## src/rtl/lc3b_mem_responder_if.sv

```systemverilog
// Memory-port bundle between the LC-3b datapath/control (master) and the memory responder (slave).
interface lc3b_mem_responder_if;
  logic [15:0] mem_address;
  logic        mem_read;
  logic        mem_write;
  logic [1:0]  mem_byte_enable;
  logic [15:0] mem_wdata;
  logic [15:0] mem_rdata;
  logic        mem_resp;
  logic        proto_err;

  modport master (
    output mem_address, mem_read, mem_write, mem_byte_enable, mem_wdata,
    input  mem_rdata, mem_resp, proto_err
  );

  modport slave (
    input  mem_address, mem_read, mem_write, mem_byte_enable, mem_wdata,
    output mem_rdata, mem_resp, proto_err
  );
endinterface

```

## src/rtl/lc3b_mem_responder.sv

```systemverilog
// Word-organized RAM answering LC-3b memory requests with a one-cycle mem_resp after LATENCY cycles.
// Define LC3B_MEM_PROTO_CHECK_EN to build the sticky protocol-error checker driving proto_err.
module lc3b_mem_responder #(
  parameter int unsigned ADDR_W  = 8,
  parameter int unsigned LATENCY = 2
) (
  input  logic                 clk,
  input  logic                 rst,
  lc3b_mem_responder_if.slave  bus
);

  typedef enum logic [1:0] {IDLE, WAIT, RESP} state_e;

  localparam logic [3:0] CNT_INIT = (LATENCY >= 2) ? 4'(LATENCY - 2) : '0;

  state_e      state_q, state_d;
  logic [3:0]  cnt_q, cnt_d;
  logic [15:0] rdata_q, rdata_d;
  logic        resp_q, resp_d;
  logic        enter_resp;
  logic        req;
  logic        do_write;
  logic [ADDR_W-1:0] idx;
  logic [15:0] ram [2**ADDR_W];
  logic        unused_addr_bits;

  assign idx      = bus.mem_address[ADDR_W:1];
  assign req      = bus.mem_read | bus.mem_write;
  // Simultaneous read/write resolves as a read, so the write side is masked.
  assign do_write = enter_resp & bus.mem_write & ~bus.mem_read;
  assign unused_addr_bits = ^{bus.mem_address[0], bus.mem_address >> (ADDR_W + 1)};

  always_comb begin
    state_d    = state_q;
    cnt_d      = cnt_q;
    enter_resp = 1'b0;
    unique case (state_q)
      IDLE: begin
        if (req) begin
          if (LATENCY == 1) begin
            state_d    = RESP;
            enter_resp = 1'b1;
          end else begin
            state_d = WAIT;
            cnt_d   = CNT_INIT;
          end
        end
      end
      WAIT: begin
        if (!req) begin
          state_d = IDLE;
        end else if (cnt_q == '0) begin
          state_d    = RESP;
          enter_resp = 1'b1;
        end else begin
          cnt_d = cnt_q - 4'd1;
        end
      end
      RESP:    state_d = IDLE;
      default: state_d = IDLE;
    endcase
    resp_d  = enter_resp;
    rdata_d = (enter_resp && bus.mem_read) ? ram[idx] : rdata_q;
  end

  always_ff @(posedge clk) begin
    if (rst) begin
      state_q <= IDLE;
      cnt_q   <= '0;
      rdata_q <= '0;
      resp_q  <= 1'b0;
    end else begin
      state_q <= state_d;
      cnt_q   <= cnt_d;
      rdata_q <= rdata_d;
      resp_q  <= resp_d;
    end
  end

  // RAM contents survive reset; only the write strobe is gated by it.
  always_ff @(posedge clk) begin
    if (do_write && !rst) begin
      if (bus.mem_byte_enable[0]) ram[idx][7:0]  <= bus.mem_wdata[7:0];
      if (bus.mem_byte_enable[1]) ram[idx][15:8] <= bus.mem_wdata[15:8];
    end
  end

  assign bus.mem_rdata = rdata_q;
  assign bus.mem_resp  = resp_q;

`ifdef LC3B_MEM_PROTO_CHECK_EN
  logic        perr_q, perr_d;
  logic [15:0] addr_prev_q, wdata_prev_q;
  logic [1:0]  be_prev_q;

  // The *_prev_q copies hold last cycle's inputs so any change while waiting is visible.
  always_comb begin
    perr_d = perr_q | (bus.mem_read & bus.mem_write);
    if (state_q == WAIT) begin
      perr_d = perr_d | ~req
             | (bus.mem_address     != addr_prev_q)
             | (bus.mem_wdata       != wdata_prev_q)
             | (bus.mem_byte_enable != be_prev_q);
    end
  end

  always_ff @(posedge clk) begin
    addr_prev_q  <= bus.mem_address;
    wdata_prev_q <= bus.mem_wdata;
    be_prev_q    <= bus.mem_byte_enable;
    if (rst) perr_q <= 1'b0;
    else     perr_q <= perr_d;
  end

  assign bus.proto_err = perr_q;
`else
  assign bus.proto_err = 1'b0;
`endif

endmodule

```

## src/flat_wrapper.sv

```systemverilog
// flat-port wrapper written by rule: the top's interface ports become plain ports
module lc3b_mem_responder_flat 
#(
  parameter int unsigned ADDR_W  = 8,
  parameter int unsigned LATENCY = 2
)
  (clk, rst, bus_mem_address, bus_mem_read, bus_mem_write, bus_mem_byte_enable, bus_mem_wdata, bus_mem_rdata, bus_mem_resp, bus_proto_err);
  lc3b_mem_responder_if bus_i ();
  input  logic clk;
  input  logic rst;
  input wire logic [$bits(bus_i.mem_address)-1:0] bus_mem_address;
  input wire logic [$bits(bus_i.mem_read)-1:0] bus_mem_read;
  input wire logic [$bits(bus_i.mem_write)-1:0] bus_mem_write;
  input wire logic [$bits(bus_i.mem_byte_enable)-1:0] bus_mem_byte_enable;
  input wire logic [$bits(bus_i.mem_wdata)-1:0] bus_mem_wdata;
  output wire logic [$bits(bus_i.mem_rdata)-1:0] bus_mem_rdata;
  output wire logic [$bits(bus_i.mem_resp)-1:0] bus_mem_resp;
  output wire logic [$bits(bus_i.proto_err)-1:0] bus_proto_err;
  assign bus_i.mem_address = bus_mem_address;
  assign bus_i.mem_read = bus_mem_read;
  assign bus_i.mem_write = bus_mem_write;
  assign bus_i.mem_byte_enable = bus_mem_byte_enable;
  assign bus_i.mem_wdata = bus_mem_wdata;
  assign bus_mem_rdata = bus_i.mem_rdata;
  assign bus_mem_resp = bus_i.mem_resp;
  assign bus_proto_err = bus_i.proto_err;
  lc3b_mem_responder #(.ADDR_W(ADDR_W), .LATENCY(LATENCY)) u_core (.clk(clk), .rst(rst), .bus(bus_i));
endmodule
```

## config.mk

```make
export PLATFORM = sky130hd
export DESIGN_NAME = lc3b_mem_responder_flat
export DESIGN_NICKNAME = d
export VERILOG_FILES = /design/src/rtl/lc3b_mem_responder_if.sv /design/src/rtl/lc3b_mem_responder.sv /design/src/flat_wrapper.sv
export SDC_FILE = /design/constraint.sdc
export NUM_CORES = 2
export LEC_CHECK = 0
export BUFFER_PORTS_ARGS = -buffer_cell sky130_fd_sc_hd__clkbuf_2
export CAP_MARGIN = 15
export CORE_MARGIN = 10
export CORE_UTILIZATION = 63
export DETAILED_ROUTE_END_ITERATION = 10
export MAX_ROUTING_LAYER = met4
export PLACE_DENSITY_LB_ADDON = 0.3
export RECOVER_POWER = 50
export SETUP_SLACK_MARGIN = 0.1
export SYNTH_ARGS = -nofsm -noshare
export SYNTH_HDL_FRONTEND = slang
export SYNTH_SLANG_ARGS = --single-unit
```

## constraint.sdc

```tcl
create_clock -name clk -period 3.7 [get_ports clk]
set_input_delay 0.74 -clock clk [delete_from_list [all_inputs] [get_ports clk]]
set_output_delay 0.74 -clock clk [all_outputs]
set_load 0.05 [all_outputs]
```

==> results.toml <==
[global_route]
grt_max_degree = 122
grt_antenna_before_repair = 21
track_usage = 0.326
grt_pass1_wl_um = 617000
grt_pass1_vias = 84900
grt_overflow = 0

[floorplan]
num_rows = 184
fp.dieW_um = 522
coreArea_um2 = 251000
die_y_um = 522
start_util = 0.633
io_pins = 56
die_area_um2 = 273000

[critical_path]
worstPathRequired_ns = 4.39
path_max_fanout = 78
cp_cell_sequence = "dlymetal6s4s_1 > buf_4"
slowest_stage = "dlymetal6s4s_1"
critical_path_arrival_ns = 4.18
crit_path_end_kind = "flop"
startpoint_type = "input port"
cpPeakStageDelay_ns = 2.50
crit_family = "buffers and inverters"
crit_buf_inv = 2
crit_type = "input port to flop"

[pwr]
total_power_uw = 97100
leakagePower_uw = 0.0596
vdd_ir_drop_max_uv = 553
p_per_area_nw_per_um2 = 527

[drt]
vias_per_cell = 7.01
dr.pass1.iters = 8
wirelength_um = 432000
drc = 0
vias = 84300
drt_iter0_markers = 13200
wl_per_cell_um = 35.9
final_antenna_net_count = 0

[timing]
rsz0062_at_grt = "false"
min_period_ns = 3.49
finalSetupViolations = 0
hold_viol = 0
worst_pin_slew_ns = 3.97
finalCritPeriodShare = 0.943
fin_skew_ns = 0.0516
fmax_mhz = 287
maxSlewHeadroom = -1.64
drv_slew = 1722
timing.hold.ws_ns = 0.245

[logic_synthesis]
syn_area_um2 = 159000
netlist_top_cells_area = "edfxtp_1, mux4_2, nor2_1, mux2i_1, a22oi_1"
async_flop_share = 0
ys_ff_latch = 4119
ys_seq_area_frac = 0.777
yosysWarnings = 0
synth_ff_type = "edfxtp_1"
ys_types = 58
yosysTopAreaCell = "edfxtp_1"
netlist_instances = 7180
synth_edf_count = 4096
syn_nets = 7220
synth_area_per_cell_um2 = 22.1
synth.top_cell.area_share = 0.774

[placed_design]
gp_congestion = 0.913
dpl_cell_area_um2 = 172000
dpl.hpwl_um = 258000
port_buffers = 46

[cells_and_area]
area_growth_pct = 16.0
fin_nets = 8382
fillers = 13000
drive_gt1_frac = 0.331
post-route-cell-area_um2 = 184000

[clocking]
htree_levels = 5
root_buffer = "clkbuf_16"
clk_latency_ns = 1.02
clk_pin_slew_ns = 0.06
cts_setup_buffers = 0
numCtsBuffers = 401
cts.sinks = 4119
cts_tree = "yes"
clock_path_buffers = 4

[job]
maxCapViolations = 22

[min_path]
hp-class = "input port to flop"

[status]
violations = "capacitance limit, slew limit"
status = "complete, but fails checks"
worst min-delay path, delay by kind of cell:
family | cells | cell delay, ns
compound gates | 1 | 0.13
buf+inv | 1 | 0.12
simple gates | 1 | 0.18
Yosys cell counts (32+ instances only):
| master | number |
|---|---|
| nor2_1 | 572 |
| mux2_2 | 39 |
| nand3_1 | 56 |
| o22ai_1 | 42 |
| nand2_1 | 129 |
| a21oi_1 | 69 |
| o21ai_0 | 50 |
| clkbuf_1 | 177 |
| nor3_1 | 34 |
| edfxtp_1 | 4096 |
| a211oi_1 | 32 |
| mux4_2 | 1086 |
| a22oi_1 | 134 |
| buf_2 | 165 |
| buf_1 | 55 |
| mux2i_1 | 186 |
sequential cells by signal (all words and copies together), names as in the netlist:
| name | count |
|---|---|
| u_core.ram | 4096 |
| u_core.state_q | 2 |
| u_core.bus.mem_rdata | 16 |
| u_core.cnt_q | 4 |
| u_core.bus.mem_resp | 1 |
routing by layer:
layer | track usage | wire length, um
met1 | 0.425 | 146000
met2 | 0.492 | 207000
met3 | 0.0826 | 54600
met4 | 0.148 | 24300
met5 | - | 0
through the flow:
stage,cells,setup TNS (ns),util,setup slack [ns]
floorplan,7180,0,-,0.377
global placement,11300,-1.35,0.685,-0.483
detailed placement,11300,-2.26,0.685,-0.475
CTS,12000,0,0.736,0.227
global route,12000,0,0.734,0.0454
finish,12000,0,0.734,0.213
report_power, final:
| group | switching (uW) | internal [uW] | total, uW |
|---|---|---|---|
| logic | 3340 | 1950 | 5280 |
| clock network | 17000 | 23400 | 40400 |
| registers | 71.3 | 51400 | 51400 |
| total | 20400 | 76700 | 97100 |
placed cells by master (no fill, tap or decap), drive strengths merged, types with 4 or more instances in the layout:
master,instances
nand2b,11
a311oi,9
nand4,16
a22oi,134
or3,8
nor3,34
diode,17
clkinvlp,13
a31oi,6
mux2i,186
dfxtp,23
clkinv,177
edfxtp,4096
o21bai,12
a21oi,69
o221ai,4
and2,10
buf,1113
nor4,4
nor2,572
clkbuf,568
o2111ai,9
a211oi,32
nor2b,12
o22ai,42
a2111oi,6
a221oi,31
o21ai,50
o211ai,4
inv,12
mux2,39
a32oi,5
bufinv,45
mux4,1086
nand2,129
nand3,56
final timing paths:
kind,startpoint,slack (ns),cells past startpoint,to
min,bus_mem_read,0.24,3,u_core.state_q[1]$_SDFFE_PP0P_
max,bus_mem_wdata[9],0.21,2,u_core.ram[157][9]$_DFFE_PP_
min reg2reg,u_core.cnt_q[0]$_SDFFE_PP0P_,0.50,2,u_core.cnt_q[0]$_SDFFE_PP0P_
max reg2reg,u_core.cnt_q[0]$_SDFFE_PP0P_,0.28,11,u_core.ram[194][10]$_DFFE_PP_
final cells by class:
type                            instances  area (um^2)  area share
Clock buffer                          484        10600      0.0572
Multi-Input combinational cell       2612        33500       0.181
Timing Repair Buffer                 1200        10400      0.0563
Inverter                                8         31.3    0.000170
Sequential cell                      4119       123000       0.669
Tap cell                             3348         4190      0.0227
Antenna cell                           17         42.5    0.000231
Clock inverter                        239         2290      0.0124
cells by family after synthesis:
family          count (synthesis)  share of synthesized area
fa+ha+maj                       2                   0.000157
xor+xnor                        2                   0.000110
simple gates                  868                     0.0226
buf+inv                       449                     0.0133
mux                          1311                      0.168
other cells                     1                  0.0000236
compound gates                428                     0.0186
flops                        4119                      0.777
repair_timing:
item	in CTS	in global routing
setup endpoints to repair	0	585
endpoints found under the hold margin	1	0
hold buffers	1	0
gates resized for setup	0	2
Note: power is estimated with default switching activity, not from simulation.
